--- config.mk ---
export PLATFORM = sky130hd
export DESIGN_NAME = dct8_butterfly_in
export DESIGN_NICKNAME = d
export VERILOG_FILES = /design/src/rtl/dct8_butterfly_in.sv
export SDC_FILE = /design/constraint.sdc
export NUM_CORES = 1
export LEC_CHECK = 0
export CAP_MARGIN = 20
export CORE_MARGIN = 2
export CORE_UTILIZATION = 55
export DETAILED_ROUTE_END_ITERATION = 10
export HOLD_SLACK_MARGIN = 0.15
export PLACE_DENSITY = 0.78
export SLEW_MARGIN = 20
export SYNTH_ARGS = -nofsm -noshare
export SYNTH_HDL_FRONTEND = slang
export SYNTH_SLANG_ARGS = --single-unit
export TNS_END_PERCENT = 20
--- constraint.sdc ---
create_clock -name clk -period 3.7 [get_ports clk]
set_input_delay 0.74 -clock clk [delete_from_list [all_inputs] [get_ports clk]]
set_output_delay 0.74 -clock clk [all_outputs]
set_load 0.05 [all_outputs]
--- src/rtl/dct8_butterfly_in.sv ---
// dct8_butterfly_in
// Input stage of the 8-point DCT datapath. Serial residual samples of one row
// are gathered into a row buffer. The eighth sample is not stored: it is used
// straight from in_data to form the first even/odd butterfly. The four sums
// and four differences are then registered and flagged with a one-cycle
// out_valid pulse.
//
// Ports:
//   clk          single clock, rising edge
//   rst_b        synchronous active-low reset
//   in_valid     in_data carries a sample this cycle
//   in_first     sample is x0 of a new row (qualifies in_valid)
//   in_first_blk row is row 0 of a new block (qualifies in_valid and in_first)
//   in_data      signed sample, IN_WIDTH bits
//   in_ready     stage accepts samples
//   out_valid    one-cycle pulse, a0..a3 / b0..b3 / out_row are new
//   out_row      row index of the presented outputs within the 8x8 block
//   a0..a3       signed sums        ak = xk + x(7-k)
//   b0..b3       signed differences bk = xk - x(7-k)
//
// OUT_WIDTH is expected to be IN_WIDTH+1. That width holds any sum or
// difference exactly, so no saturation or rounding is needed.

module dct8_butterfly_in #(
   parameter int IN_WIDTH  = 18,
   parameter int OUT_WIDTH = 19
) (
   input  logic                 clk,
   input  logic                 rst_b,
   input  logic                 in_valid,
   input  logic                 in_first,
   input  logic                 in_first_blk,
   input  logic [IN_WIDTH-1:0]  in_data,
   output logic                 in_ready,
   output logic                 out_valid,
   output logic [2:0]           out_row,
   output logic [OUT_WIDTH-1:0] a0,
   output logic [OUT_WIDTH-1:0] a1,
   output logic [OUT_WIDTH-1:0] a2,
   output logic [OUT_WIDTH-1:0] a3,
   output logic [OUT_WIDTH-1:0] b0,
   output logic [OUT_WIDTH-1:0] b1,
   output logic [OUT_WIDTH-1:0] b2,
   output logic [OUT_WIDTH-1:0] b3
);

   typedef enum logic {IDLE, FILL} state_t;

   state_t               state, stateNext;
   logic [2:0]           cnt, cntNext;
   logic                 accept, loadFirst, complete;
   logic                 readyArm;
   logic                 blkFlag;
   logic [2:0]           rowNext;
   logic [2:0]           rowDone;
   logic [IN_WIDTH-1:0]  x [0:6];
   logic [OUT_WIDTH-1:0] sum  [0:3];
   logic [OUT_WIDTH-1:0] diff [0:3];

   function automatic logic [OUT_WIDTH-1:0] sext(input logic [IN_WIDTH-1:0] v);
      return {{(OUT_WIDTH-IN_WIDTH){v[IN_WIDTH-1]}}, v};
   endfunction

   assign accept = in_valid && in_ready;

   // State and sample counter register.
   always_ff @(posedge clk) begin
      if (!rst_b) begin
         state <= IDLE;
         cnt   <= 3'd0;
      end else begin
         state <= stateNext;
         cnt   <= cntNext;
      end
   end

   // Next-state logic. in_first always restarts a row, even when cnt is 7.
   // That silently drops any partial row. A sample that arrives in IDLE
   // without in_first also starts a row, so a free-running stream still
   // lines up.
   always_comb begin
      stateNext = state;
      cntNext   = cnt;
      loadFirst = 1'b0;
      complete  = 1'b0;
      if (accept) begin
         if (in_first || state == IDLE) begin
            loadFirst = 1'b1;
            cntNext   = 3'd1;
            stateNext = FILL;
         end else if (cnt == 3'd7) begin
            complete  = 1'b1;
            cntNext   = 3'd0;
            stateNext = IDLE;
         end else begin
            cntNext   = cnt + 3'd1;
         end
      end
   end

   // Butterfly. x7 is the incoming sample, so the result registers on the
   // same edge that accepts it.
   always_comb begin
      sum[0]  = sext(x[0]) + sext(in_data);
      diff[0] = sext(x[0]) - sext(in_data);
      for (int k = 1; k < 4; k++) begin
         sum[k]  = sext(x[k]) + sext(x[7-k]);
         diff[k] = sext(x[k]) - sext(x[7-k]);
      end
   end

   // A row whose x0 carried in_first_blk is forced to row 0. Later rows
   // count on from there.
   assign rowDone = blkFlag ? 3'd0 : rowNext;

   // Datapath registers. in_ready rises only on the second edge after reset
   // is released, through the two-stage readyArm/in_ready chain.
   always_ff @(posedge clk) begin
      if (!rst_b) begin
         readyArm  <= 1'b0;
         in_ready  <= 1'b0;
         out_valid <= 1'b0;
         out_row   <= 3'd0;
         rowNext   <= 3'd0;
         blkFlag   <= 1'b0;
         for (int i = 0; i < 7; i++) x[i] <= '0;
         a0 <= '0; a1 <= '0; a2 <= '0; a3 <= '0;
         b0 <= '0; b1 <= '0; b2 <= '0; b3 <= '0;
      end else begin
         readyArm  <= 1'b1;
         in_ready  <= readyArm;
         out_valid <= complete;
         if (loadFirst) begin
            x[0]    <= in_data;
            blkFlag <= in_first && in_first_blk;
         end else if (accept && !complete) begin
            for (int i = 1; i < 7; i++) begin
               if (cnt == 3'(i)) x[i] <= in_data;
            end
         end
         if (complete) begin
            a0 <= sum[0];  a1 <= sum[1];  a2 <= sum[2];  a3 <= sum[3];
            b0 <= diff[0]; b1 <= diff[1]; b2 <= diff[2]; b3 <= diff[3];
            out_row <= rowDone;
            rowNext <= rowDone + 3'd1;
         end
      end
   end

endmodule
==> results of run 1 <==
-- area by class of cell --
class / count / area, sq um
clock buffers: 40 / 871
clock inverters: 16 / 144
fillers: 2520 / 10500
inverters: 166 / 626
multi-input cells: 1366 / 8770
flip-flops and latches: 288 / 7030
well taps: 396 / 495
repair buffers: 211 / 2040
-- power groups by stage --
stage          combinational (uW)  clock (uW)  sequential (uW)
6_report                     1150        3100             3420
5_1_grt                      1260        3240             3430
4_1_cts                      1140        3110             3420
3_5_place_dp                 1130           0             3490
3_3_place_gp                 1120           0             3480
2_1_floorplan                 816           0             3480
-- final timing paths --
check	endpoint	cells past startpoint
max	a2[16]	11
min	a1[12]	2
max reg2reg	a2[16]	11
min reg2reg	a1[12]	2
-- metal layers --
layer  share of wire (%)  global-route usage, %  up-vias
met5                   0                      0        -
met4                 2.4                   7.53        0
met3                 6.5                   3.39       76
met2                  46                   46.6      528
met1                  45                   41.1     6852
li1                    -                      -     6934
-- worst register-to-register path: stages, from the launching register on --
cell and delay [ps]:
edfxtp_1 410, ha_1 230, inv_1 80, fa_1 220
nor2_1 70, o311ai_0 540, a211oi_1 230, o21ai_0 510
o41ai_1 200, a221oi_1 390, xnor2_1 170, a21oi_1 80
-- state kept, by name, summed over array words and instances, names as in the netlist --
| name | flops |
|---|---|
| x | 126 |
| a0 | 19 |
| a1 | 19 |
| b2 | 19 |
| b3 | 19 |
| a2 | 18 |
| a3 | 18 |
| b0 | 18 |
| b1 | 18 |
| cnt | 3 |
| out_row | 3 |
| rowNext | 3 |
| blkFlag | 1 |
| in_ready | 1 |
| out_valid | 1 |
| readyArm | 1 |
| state | 1 |
-- per-stage QoR --
step,util (%),cells,hold slack [ps]
floorplan,-,1934,412
global placement,62.3,2427,416
detailed placement,62.3,2427,442
CTS,65.6,2483,452
global route,65.6,2483,472
finish,65.6,2483,450
-- cell usage in the layout, fill, tap and decap left out, drive strengths merged, types with 5 or more instances in the layout --
cell and count:
or2 5, nand2 178, a311oi 5, o31ai 15
a31oi 13, o211ai 5, nand2b 19, nor2 245
xnor2 92, nor3 46, inv 166, nand4 8
and2 7, o41ai 6, buf 33, o21a 9
nor4 11, nand3 26, o21bai 23, nor2b 18
dfxtp 162, edfxtp 126, a211oi 64, o22ai 10
or3 14, o21ai 109, clkbuf 40, a21oi 184
fa 8, clkdlybuf4s50 178, ha 151, a21o 16
xor2 17, clkinv 10
-- cell families (layout without fill, tap and decap cells) --
group	after synthesis	after routing
AO/OA/AOI/OAI	503	503
XOR/XNOR	109	109
adder cells (fa/ha/maj)	159	159
buffers and inverters	280	433
flip-flops	288	288
multiplexers	3	3
AND/OR/NAND/NOR	592	592
==> flow_summary.rst, run 1 <==
.. list-table::
   :header-rows: 1

   * - Metric
     - Value
   * - Outcome
     - finished clean
   * - Commonest cells in the netlist
     - nor2_1 (245), a21oi_1 (183), nand2_1 (178), inv_1 (165), dfxtp_1 (162)
   * - Largest net degree at the start of global routing
     - between 100 and 150
   * - Clock latency at the later pin of the worst-skew pair
     - 580 ps
   * - Synth Area in Compound Gates
     - 18.7%
   * - CTS buffer count
     - 30
   * - Worst Path Buf+Inv
     - 1
   * - Total I/O pin count
     - 180
   * - Dpl ws
     - around 170 ps
   * - Most area-consuming cells after synthesis
     - edfxtp_1 (22%), dfxtp_1 (19%), ha_1 (11%), nor2_1 (5.4%), a21oi_1 (5.4%)
   * - Die area
     - ~0.032 sq mm
   * - Synthesized-area fraction occupied by and/or/nand/nor cells
     - between 10% and 20%
   * - HPWL after detailed placement
     - 34300 um
   * - Number of distinct standard cells referenced by the synthesized netlist
     - a little over 70
   * - Int Pwr
     - between 5000 and 6000 uW
   * - Detailed router's first-iteration violation count
     - 1204
   * - Upper clock frequency limit
     - a little over 300 MHz
   * - Layout cell share with drive strength beyond 1
     - just over 5%
   * - Arr. time, crit path
     - ~3700 ps
   * - Number of hold violations in the final report
     - 0
   * - Cell type with the highest aggregate area in the netlist
     - edfxtp_1
   * - Count of buffers inserted at the top-level ports
     - between 150 and 200
   * - Final setup margin
     - around 450 ps
   * - Remaining Overflow, GRT
     - 0
   * - # diodes
     - 0
   * - Power consumption
     - about 7700 uW
   * - Number of warnings reported in the yosys synthesis log
     - 0
   * - Clock H-tree levels
     - 1
   * - Wire per inst
     - between 15 and 20 um
   * - Reg-to-Reg Start
     - x[5][0]
   * - Final min period
     - 3250 ps
   * - R2R Setup Slk
     - 450 ps
   * - Required time of the worst setup path
     - 4130 ps
   * - Critical setup path kind
     - reg2reg
   * - Leakage Power
     - approximately 0.0079 uW
   * - Number of clock sinks seen by CTS
     - ~290
   * - Fraction of post-synthesis cell area in the top cell type by area
     - between 20% and 30%
   * - Part of the power in the clock network
     - 40.4%
   * - Unrepaired setup endpoints after global routing
     - no
   * - Gates resized, CTS repair
     - 0
   * - Final clock period utilization by the worst path
     - just under 90%
   * - First element of the critical path
     - x[5][0]
   * - Final estimated routing congestion in global placement
     - between 0.9 and 1
   * - Cell area after synthesis
     - around 0.017 sq mm
   * - Clk root buf
     - clkbuf_16
   * - Syn Area/Cell
     - between 8 and 9 sq um
   * - Total non-filler cell area in the finished layout
     - 0.0200 sq mm
   * - Total routed wirelength
     - 46900 um
   * - Layout-stage area growth over the synthesis result
     - 18.4%
   * - Global-route wire length before repair
     - around 73000 um
   * - Final worst clock skew
     - roughly 21 ps
   * - Pins Over Slew Limit
     - 0
   * - Number of antenna-violating nets in the routed design
     - 0
   * - Sw Ratio
     - 27.1%
   * - Number of enable-type register cells in the synthesized netlist
     - about 130
   * - HP Class
     - reg2reg
   * - Switching power of the nets
     - slightly above 2000 uW
   * - Total power divided by cell area
     - 384 mW/mm^2
   * - Final total negative setup slack
     - 0 ps
   * - Proportion of synthesized chip area in sequential cells
     - a little over two fifths
   * - Most frequently used cell type in the post-synthesis netlist
     - nor2_1
   * - Number of endpoints failing setup at the final stage
     - 0
   * - Element type at the critical path end
     - register
   * - Net count after synthesis
     - about 2100
   * - Number of max-capacitance violations reported
     - 0
   * - Biggest cell delay along the critical path
     - 540 ps
   * - Number of detailed-route iterations in the first pass
     - 6
   * - Starting density of the core
     - between 50 and 60%
   * - Site Rows
     - between 60 and 70
   * - Logic pwr share
     - 15.1%
   * - Worst ir drop on vdd
     - ~0.4 mV
   * - Vias
     - about 14000
   * - Crit-path leading delay family
     - compound AO/OA/AOI/OAI gates
   * - Flip-flop and latch count after synthesis
     - 288
   * - Number of antenna violations at the first check in global routing
     - 0
   * - Launching element type of the critical path
     - register
   * - Worst Tran Pin Value
     - approximately 650 ps
   * - Buffers from clock root to sink, at most
     - 3
   * - Core footprint
     - 0.0304 sq mm
   * - Remaining DRCs
     - 0
   * - Die height
     - about 180 um
   * - Cell area after placement
     - 0.0190 sq mm
   * - Most used flip-flop cell after synthesis
     - dfxtp_1
   * - Maximum net fanout on the critical path
     - 3
   * - X dimension of the die
     - approximately 180 um
   * - Synthesized netlist cell count
     - 1934
   * - Adder-cell share of the synthesized area
     - between 10% and 20%
   * - Asr flop ratio synth
     - 0%
   * - Count of hold-fix buffers inserted at cts
     - 0
   * - All-layer global routing usage
     - between 20 and 30%
   * - Layout net count
     - 2245
   * - Number of vias per cell
     - a little under 6
   * - Clock slew at reported path FFs
     - roughly 60 ps
   * - Sequential share of power
     - 44.6%
   * - Number of global-route vias before repair
     - roughly 13000
   * - Slew headroom
     - between 50 and 60%
   * - Share of synthesized area spent on multiplexers
     - less than 1%
   * - Setup bufs post-CTS
     - 0
   * - Dominant combinational cell family by area after synthesis
     - compound AO/OA/AOI/OAI gates
   * - Worst-path cell with the longest stage delay
     - o311ai_0
   * - Ordered list of cells on the worst path
     - ha_1 > inv_1 > fa_1 > nor2_1 > o311ai_0 > a211oi_1 > o21ai_0 > o41ai_1 > a221oi_1 > xnor2_1 > a21oi_1
   * - Beginning of the worst hold path
     - a1[12]
   * - XOR/XNOR share of the synthesized area
     - between 5 and 6%
   * - CTS tree
     - built
(Power assumes the default switching activity.)
==> run 2: changes to the inputs <==
--- a/config.mk
+++ b/config.mk
@@ -10,6 +10,7 @@
 export CORE_UTILIZATION = 55
 export DETAILED_ROUTE_END_ITERATION = 10
 export HOLD_SLACK_MARGIN = 0.15
+export MAX_ROUTING_LAYER = met4
 export PLACE_DENSITY = 0.78
 export SLEW_MARGIN = 20
 export SYNTH_ARGS = -nofsm -noshare
==> run 2 against run 1 <==
- cell area is 0.10% higher
- critical path type unchanged
- via count rose by 0.19%
- largest cell class unchanged
- non-clock buffer count decreased by 4
==> flow_summary.rst, run 2 (synthesis gave the netlist of run 1 again) <==
.. list-table::
   :header-rows: 1

   * - Metric
     - Value
   * - Outcome
     - finished clean
   * - Final estimated routing congestion in global placement
     - 0.963
   * - # placed instances
     - 2423
   * - HP Class
     - reg2reg
   * - Largest net degree at the start of global routing
     - ~120
   * - Global-route wire length before repair
     - between 70000 and 80000 um
   * - Layout cell share with drive strength beyond 1
     - about 5%
   * - Commonest cells after routing, fill and taps aside
     - nor2_1 (244), a21oi_1 (183), clkdlybuf4s50_1 (178), nand2_1 (177), inv_1 (164)
   * - Worst Tran Pin Value
     - between 600 and 700 ps
   * - Layout net count
     - ~2200
   * - Number of global-route vias before repair
     - roughly 13000
   * - Count of hold-fix buffers inserted at cts
     - 0
   * - Total non-filler cell area in the finished layout
     - between 0.015 and 0.02 sq mm
   * - Pins Over Slew Limit
     - 0
   * - Final clock period utilization by the worst path
     - about 90%
   * - Worst ir drop on vdd
     - 0.390 mV
   * - Unrepaired setup endpoints after global routing
     - no
   * - Maximum net fanout on the critical path
     - 3
   * - Wire per inst
     - around 19 um
   * - Number of endpoints failing setup at the final stage
     - 0
   * - Number of max-capacitance violations reported
     - 0
   * - Starting density of the core
     - a little under three fifths
   * - CTS tree
     - built
   * - Worst-path cell with the longest stage delay
     - o41ai_1
   * - Element type at the critical path end
     - register
   * - R2R Setup Slk
     - approximately 350 ps
   * - Vias
     - about 14000
   * - Cell area after placement
     - between 0.015 and 0.02 sq mm
   * - Largest Register
     - x
   * - Part of the power in the clock network
     - between 40% and 50%
   * - Number of detailed-route iterations in the first pass
     - 5
   * - Ordered list of cells on the worst path
     - ha_1 > inv_1 > fa_1 > nor2_1 > o311ai_0 > a211oi_1 > o21ai_0 > o41ai_1 > a221oi_1 > xnor2_1 > a21oi_1
   * - Worst reg2reg path depth
     - 11
   * - Worst hold stages
     - 1
   * - Slew headroom
     - 53.1%
   * - Number of clock sinks seen by CTS
     - 288
   * - Die area
     - between 0.03 and 0.04 sq mm
   * - HPWL after detailed placement
     - about 34000 um
   * - Remaining Overflow, GRT
     - 0
   * - Max reg flops
     - around 130
   * - # diodes
     - 0
   * - Sequential share of power
     - between 40% and 50%
   * - Final total negative setup slack
     - 0 ps
   * - Number of antenna violations at the first check in global routing
     - 0
   * - Beginning of the worst hold path
     - readyArm
   * - Clock slew at reported path FFs
     - approximately 60 ps
   * - Clock H-tree levels
     - 1
   * - Reg-to-Reg Start
     - x[5][0]
   * - Required time of the worst setup path
     - slightly above 4000 ps
   * - Core footprint
     - about 0.03 sq mm
   * - Final setup margin
     - 353 ps
   * - Switching power of the nets
     - between 2000 and 2500 uW
   * - Remaining DRCs
     - 0
   * - Number of antenna-violating nets in the routed design
     - 0
   * - Most frequent standard cell in the layout excluding fill and tap cells
     - nor2_1
   * - Endpoint of the worst hold path
     - in_ready
   * - Number of hold violations in the final report
     - 0
   * - Sw Ratio
     - about a quarter
   * - Total power divided by cell area
     - around 400 mW/mm^2
   * - Logic pwr share
     - between 10 and 15%
   * - Leakage Power
     - 0.00789 uW
   * - Launching element type of the critical path
     - register
   * - Capture point of the worst reg-to-reg path
     - a2[16]
   * - Crit-path leading delay family
     - compound AO/OA/AOI/OAI gates
   * - Dpl ws
     - about 63 ps
   * - Buffers from clock root to sink, at most
     - 3
   * - CTS buffer count
     - 31
   * - Layout-stage area growth over the synthesis result
     - 18.5%
   * - Final min period
     - 3350 ps
   * - Number of vias per cell
     - around 5.8
   * - Setup bufs post-CTS
     - 0
   * - Count of buffers inserted at the top-level ports
     - 179
   * - Gates resized, CTS repair
     - 0
   * - Worst Path Buf+Inv
     - 1
   * - Critical setup path kind
     - reg2reg
   * - Detailed router's first-iteration violation count
     - between 1000 and 1500
   * - Power consumption
     - 7790 uW
   * - Final worst clock skew
     - 13.6 ps
   * - Upper clock frequency limit
     - between 200 and 300 MHz
   * - Biggest cell delay along the critical path
     - between 600 and 700 ps
   * - Die height
     - around 180 um
   * - Arr. time, crit path
     - around 3800 ps
   * - Clock latency at the later pin of the worst-skew pair
     - about 570 ps
   * - Clk root buf
     - clkbuf_16
   * - X dimension of the die
     - between 150 and 200 um
   * - Total routed wirelength
     - roughly 47000 um
   * - Site Rows
     - 64
   * - Int Pwr
     - roughly 5700 uW
   * - Total I/O pin count
     - 180
   * - All-layer global routing usage
     - 29.6%
   * - Non-filler cells in the finished layout
     - ~2500
-- run 2: worst max path at each step --
| stage | cells past startpoint | start | slack [ps] | endpoint |
|---|---|---|---|---|
| floorplan | 11 | x[4][0] | 940 | a3[18] |
| detailed placement | 12 | in_data[0] | 60 | b0[16] |
| finish | 11 | x[5][0] | 350 | a2[16] |
| global route | 11 | x[5][0] | 130 | a2[16] |
| CTS | 11 | x[5][0] | 440 | a2[16] |
| global placement | 12 | in_data[0] | 160 | b0[16] |
-- run 2: metal layers --
layer | routed length [um] | vias up | global-route usage, %
met5 | 0 | - | -
met3 | 3210 | 100 | 4.30
met4 | 1680 | 0 | 10.3
met1 | 21000 | 6832 | 40.6
li1 | - | 6935 | -
met2 | 20900 | 551 | 45.0
-- run 2: final cells by class --
cell class | instances | area, sq um
fill | 2501 | 10400
multi-input combinational | 1366 | 8770
sequential | 288 | 7030
timing repair buffer | 207 | 2010
clock buffer | 43 | 907
inverter | 166 | 626
tap | 396 | 495
clock inverter | 14 | 158
-- run 2: stage by stage --
stage | hold slack (ps) | util [%]
after floorplan | 412 | -
after global placement | 416 | 62.2
after detailed placement | 422 | 62.2
after CTS | 437 | 65.7
after global routing | 446 | 65.7
final | 435 | 65.7
-- run 2: power groups by stage --
stage          sequential (uW)  combinational (uW)  clock, uW
4_1_cts                   3420                1140       3250
3_5_place_dp              3490                1130          0
6_report                  3420                1160       3210
3_3_place_gp              3480                1120          0
5_1_grt                   3430                1260       3370
2_1_floorplan             3480                 816          0
==> run 3: changes to the inputs <==
--- a/config.mk
+++ b/config.mk
@@ -5,13 +5,13 @@
 export SDC_FILE = /design/constraint.sdc
 export NUM_CORES = 1
 export LEC_CHECK = 0
-export CAP_MARGIN = 20
+export CAP_MARGIN = 30
 export CORE_MARGIN = 2
-export CORE_UTILIZATION = 55
+export CORE_UTILIZATION = 45
 export DETAILED_ROUTE_END_ITERATION = 10
 export HOLD_SLACK_MARGIN = 0.15
 export MAX_ROUTING_LAYER = met4
-export PLACE_DENSITY = 0.78
+export PLACE_DENSITY = 0.66
 export SLEW_MARGIN = 20
 export SYNTH_ARGS = -nofsm -noshare
 export SYNTH_HDL_FRONTEND = slang
==> run 3 against run 2 <==
- cell count rose by 3.2%
- count of clock-buffer cells in the layout rose by 3
- cell area rose by 1.3%
- largest cell class unchanged
==> flow_summary.rst, run 3 (synthesis gave the netlist of run 1 again) <==
.. list-table::
   :header-rows: 1

   * - Metric
     - Value
   * - Outcome
     - finished clean
   * - Sequential share of power
     - 42.0%
   * - Launching element type of the critical path
     - input port
   * - Worst ir drop on vdd
     - approximately 0.3 mV
   * - Count of buffers inserted at the top-level ports
     - 179
   * - R2R Setup Slk
     - between 500 and 600 ps
   * - Smallest hold slack
     - ~440 ps
   * - Number of global-route vias before repair
     - ~13000
   * - Worst reg2reg path depth
     - 11
   * - Required time of the worst setup path
     - roughly 4200 ps
   * - Largest Register
     - x
   * - Upper clock frequency limit
     - between 300 and 400 MHz
   * - Most frequent standard cell in the layout excluding fill and tap cells
     - nor2_1
   * - Number of endpoints failing setup at the final stage
     - 0
   * - Site Rows
     - 70
   * - Worst hold stages
     - 1
   * - Leakage Power
     - 0.00798 uW
   * - HP Class
     - reg2reg
   * - X dimension of the die
     - 198 um
   * - Logic pwr share
     - around 14%
   * - Final min period
     - 3180 ps
   * - Commonest cells after routing, fill and taps aside
     - nor2_1 (244), a21oi_1 (183), clkdlybuf4s50_1 (178), nand2_1 (177), inv_1 (164)
   * - Buffers from clock root to sink, at most
     - 3
   * - Final estimated routing congestion in global placement
     - between 0.9 and 1
   * - Clock H-tree levels
     - 2
   * - Core footprint
     - 0.0368 sq mm
   * - Layout cell share with drive strength beyond 1
     - 5.16%
   * - Arr. time, crit path
     - 3650 ps
   * - Number of clock sinks seen by CTS
     - 288
   * - Layout net count
     - 2247
   * - Part of the power in the clock network
     - between 40% and 50%
   * - Element type at the critical path end
     - register
   * - Switching power of the nets
     - about 2200 uW
   * - Layout filler cell count
     - roughly 3400
   * - Total I/O pin count
     - between 150 and 200
   * - Slew headroom
     - between 40% and 50%
   * - Unrepaired setup endpoints after global routing
     - no
   * - Sequential cell area
     - approximately 0.0070 sq mm
   * - Total non-filler cell area in the finished layout
     - between 0.02 and 0.025 sq mm
   * - Int Pwr
     - slightly below 6000 uW
   * - Clk root buf
     - clkbuf_16
   * - Layout-stage area growth over the synthesis result
     - 20.1%
   * - Clock slew at reported path FFs
     - ~60 ps
   * - CTS buffer count
     - 35
   * - First element of the critical path
     - in_data[0]
   * - Largest net degree at the start of global routing
     - 74
   * - Global-route wire length before repair
     - about 75000 um
   * - Number of max-capacitance violations reported
     - 0
   * - Clock latency at the later pin of the worst-skew pair
     - 540 ps
   * - Pins Over Slew Limit
     - 0
   * - Starting density of the core
     - 45.9%
   * - Wire per inst
     - 19.0 um
   * - HPWL after detailed placement
     - roughly 36000 um
   * - All-layer global routing usage
     - about 26%
   * - Sw Ratio
     - a little over a quarter
   * - Number of hold violations in the final report
     - 0
   * - Number of vias per cell
     - between 5 and 6
   * - Total routed wirelength
     - between 40000 and 50000 um
   * - Number of detailed-route iterations in the first pass
     - 5
   * - Maximum net fanout on the critical path
     - 5
   * - Count of hold-fix buffers inserted at cts
     - 0
   * - Cell area after placement
     - 0.0191 sq mm
   * - Detailed router's first-iteration violation count
     - just over 1000
   * - Capturing element of the worst setup path
     - b0[16]
   * - Die height
     - approximately 200 um
   * - Worst Tran Pin Value
     - about 760 ps
   * - Remaining Overflow, GRT
     - 0
   * - Max reg flops
     - ~130
   * - Multi-input gate area
     - between 0.008 and 0.009 sq mm
   * - Total power divided by cell area
     - roughly 400 mW/mm^2
   * - Critical setup path kind
     - in2reg
   * - Final total negative setup slack
     - 0 ps
   * - Capture point of the worst reg-to-reg path
     - a2[16]
   * - Remaining DRCs
     - 0
   * - CTS tree
     - built
   * - Final clock period utilization by the worst path
     - between 80% and 90%
   * - Number of antenna-violating nets in the routed design
     - 0
   * - Reg-to-Reg Start
     - x[5][0]
   * - Setup bufs post-CTS
     - 0
   * - Vias
     - between 10000 and 15000
   * - Die area
     - just under 0.04 sq mm
   * - Number of antenna violations at the first check in global routing
     - 2
   * - Gates resized, CTS repair
     - 0
   * - Final worst clock skew
     - around 12 ps
run 3: cell types whose count changed in the layout (fill, tap and decap cells not counted):
| cell | delta |
|---|---|
| clkbuf_16 | +6 |
| clkbuf_4 | -1 |
| clkinv_4 | -1 |
| buf_12 | +3 |
| nor2_4 | +1 |
| nor2_2 | -1 |
| clkbuf_8 | -2 |
| diode_2 | +1 |
| clkinvlp_4 | -1 |
| buf_4 | -2 |
| clkinv_2 | +3 |
| clkinv_1 | +2 |
run 3: power groups by stage:
stage / combinational, uW / sequential [uW] / clock (uW)
floorplan: 816 / 3480 / 0
global placement: 1140 / 3480 / 0
detailed placement: 1140 / 3490 / 0
CTS: 1150 / 3420 / 3640
global route: 1270 / 3430 / 3750
finish: 1160 / 3420 / 3550
run 3: area by class of cell:
cell class                 instances  area share (%)
tap                              468            2.89
clock inverter                    17           0.809
antenna                            1          0.0124
timing repair buffer             208            10.1
inverter                         166            3.09
clock buffer                      46            5.05
sequential                       288            34.7
multi-input combinational       1366            43.3
run 3: through the flow:
| stage | std cells | worst slack, ps | total power [uW] | utilization, % |
|---|---|---|---|---|
| global route | 2560 | 147 | 8440 | 55.1 |
| detailed placement | 2496 | 27.0 | 4630 | 51.8 |
| finish | 2560 | 519 | 8130 | 55.1 |
| floorplan | 1934 | 936 | 4290 | - |
| CTS | 2559 | 563 | 8210 | 55.1 |
| global placement | 2496 | 43.5 | 4630 | 51.8 |
run 3: how the worst min path moves through the flow:
stage,from,end
final,readyArm,in_ready
after floorplan,readyArm,in_ready
after detailed placement,readyArm,in_ready
after CTS,readyArm,in_ready
after global placement,readyArm,in_ready
after global routing,readyArm,in_ready
run 3: worst max-delay path: stages:
cell             delay [ps]
clkdlybuf4s50_1         530
ha_1                    170
inv_1                    60
fa_1                    400
a21oi_1                 180
o21bai_1                130
a211oi_1                300
o21ai_0                 340
a221oi_1                400
xnor2_1                 160
nand2_1                  70
a21oi_1                 150
run 3: metal layers:
metal  share of wire [%]  GRT usage [%]  up-vias
li1                    -              -     6952
met1                  47           35.2     6743
met2                  46           39.6      366
met3                 5.3           3.23       63
met4                 2.4           7.52        0
met5                   0              -        -
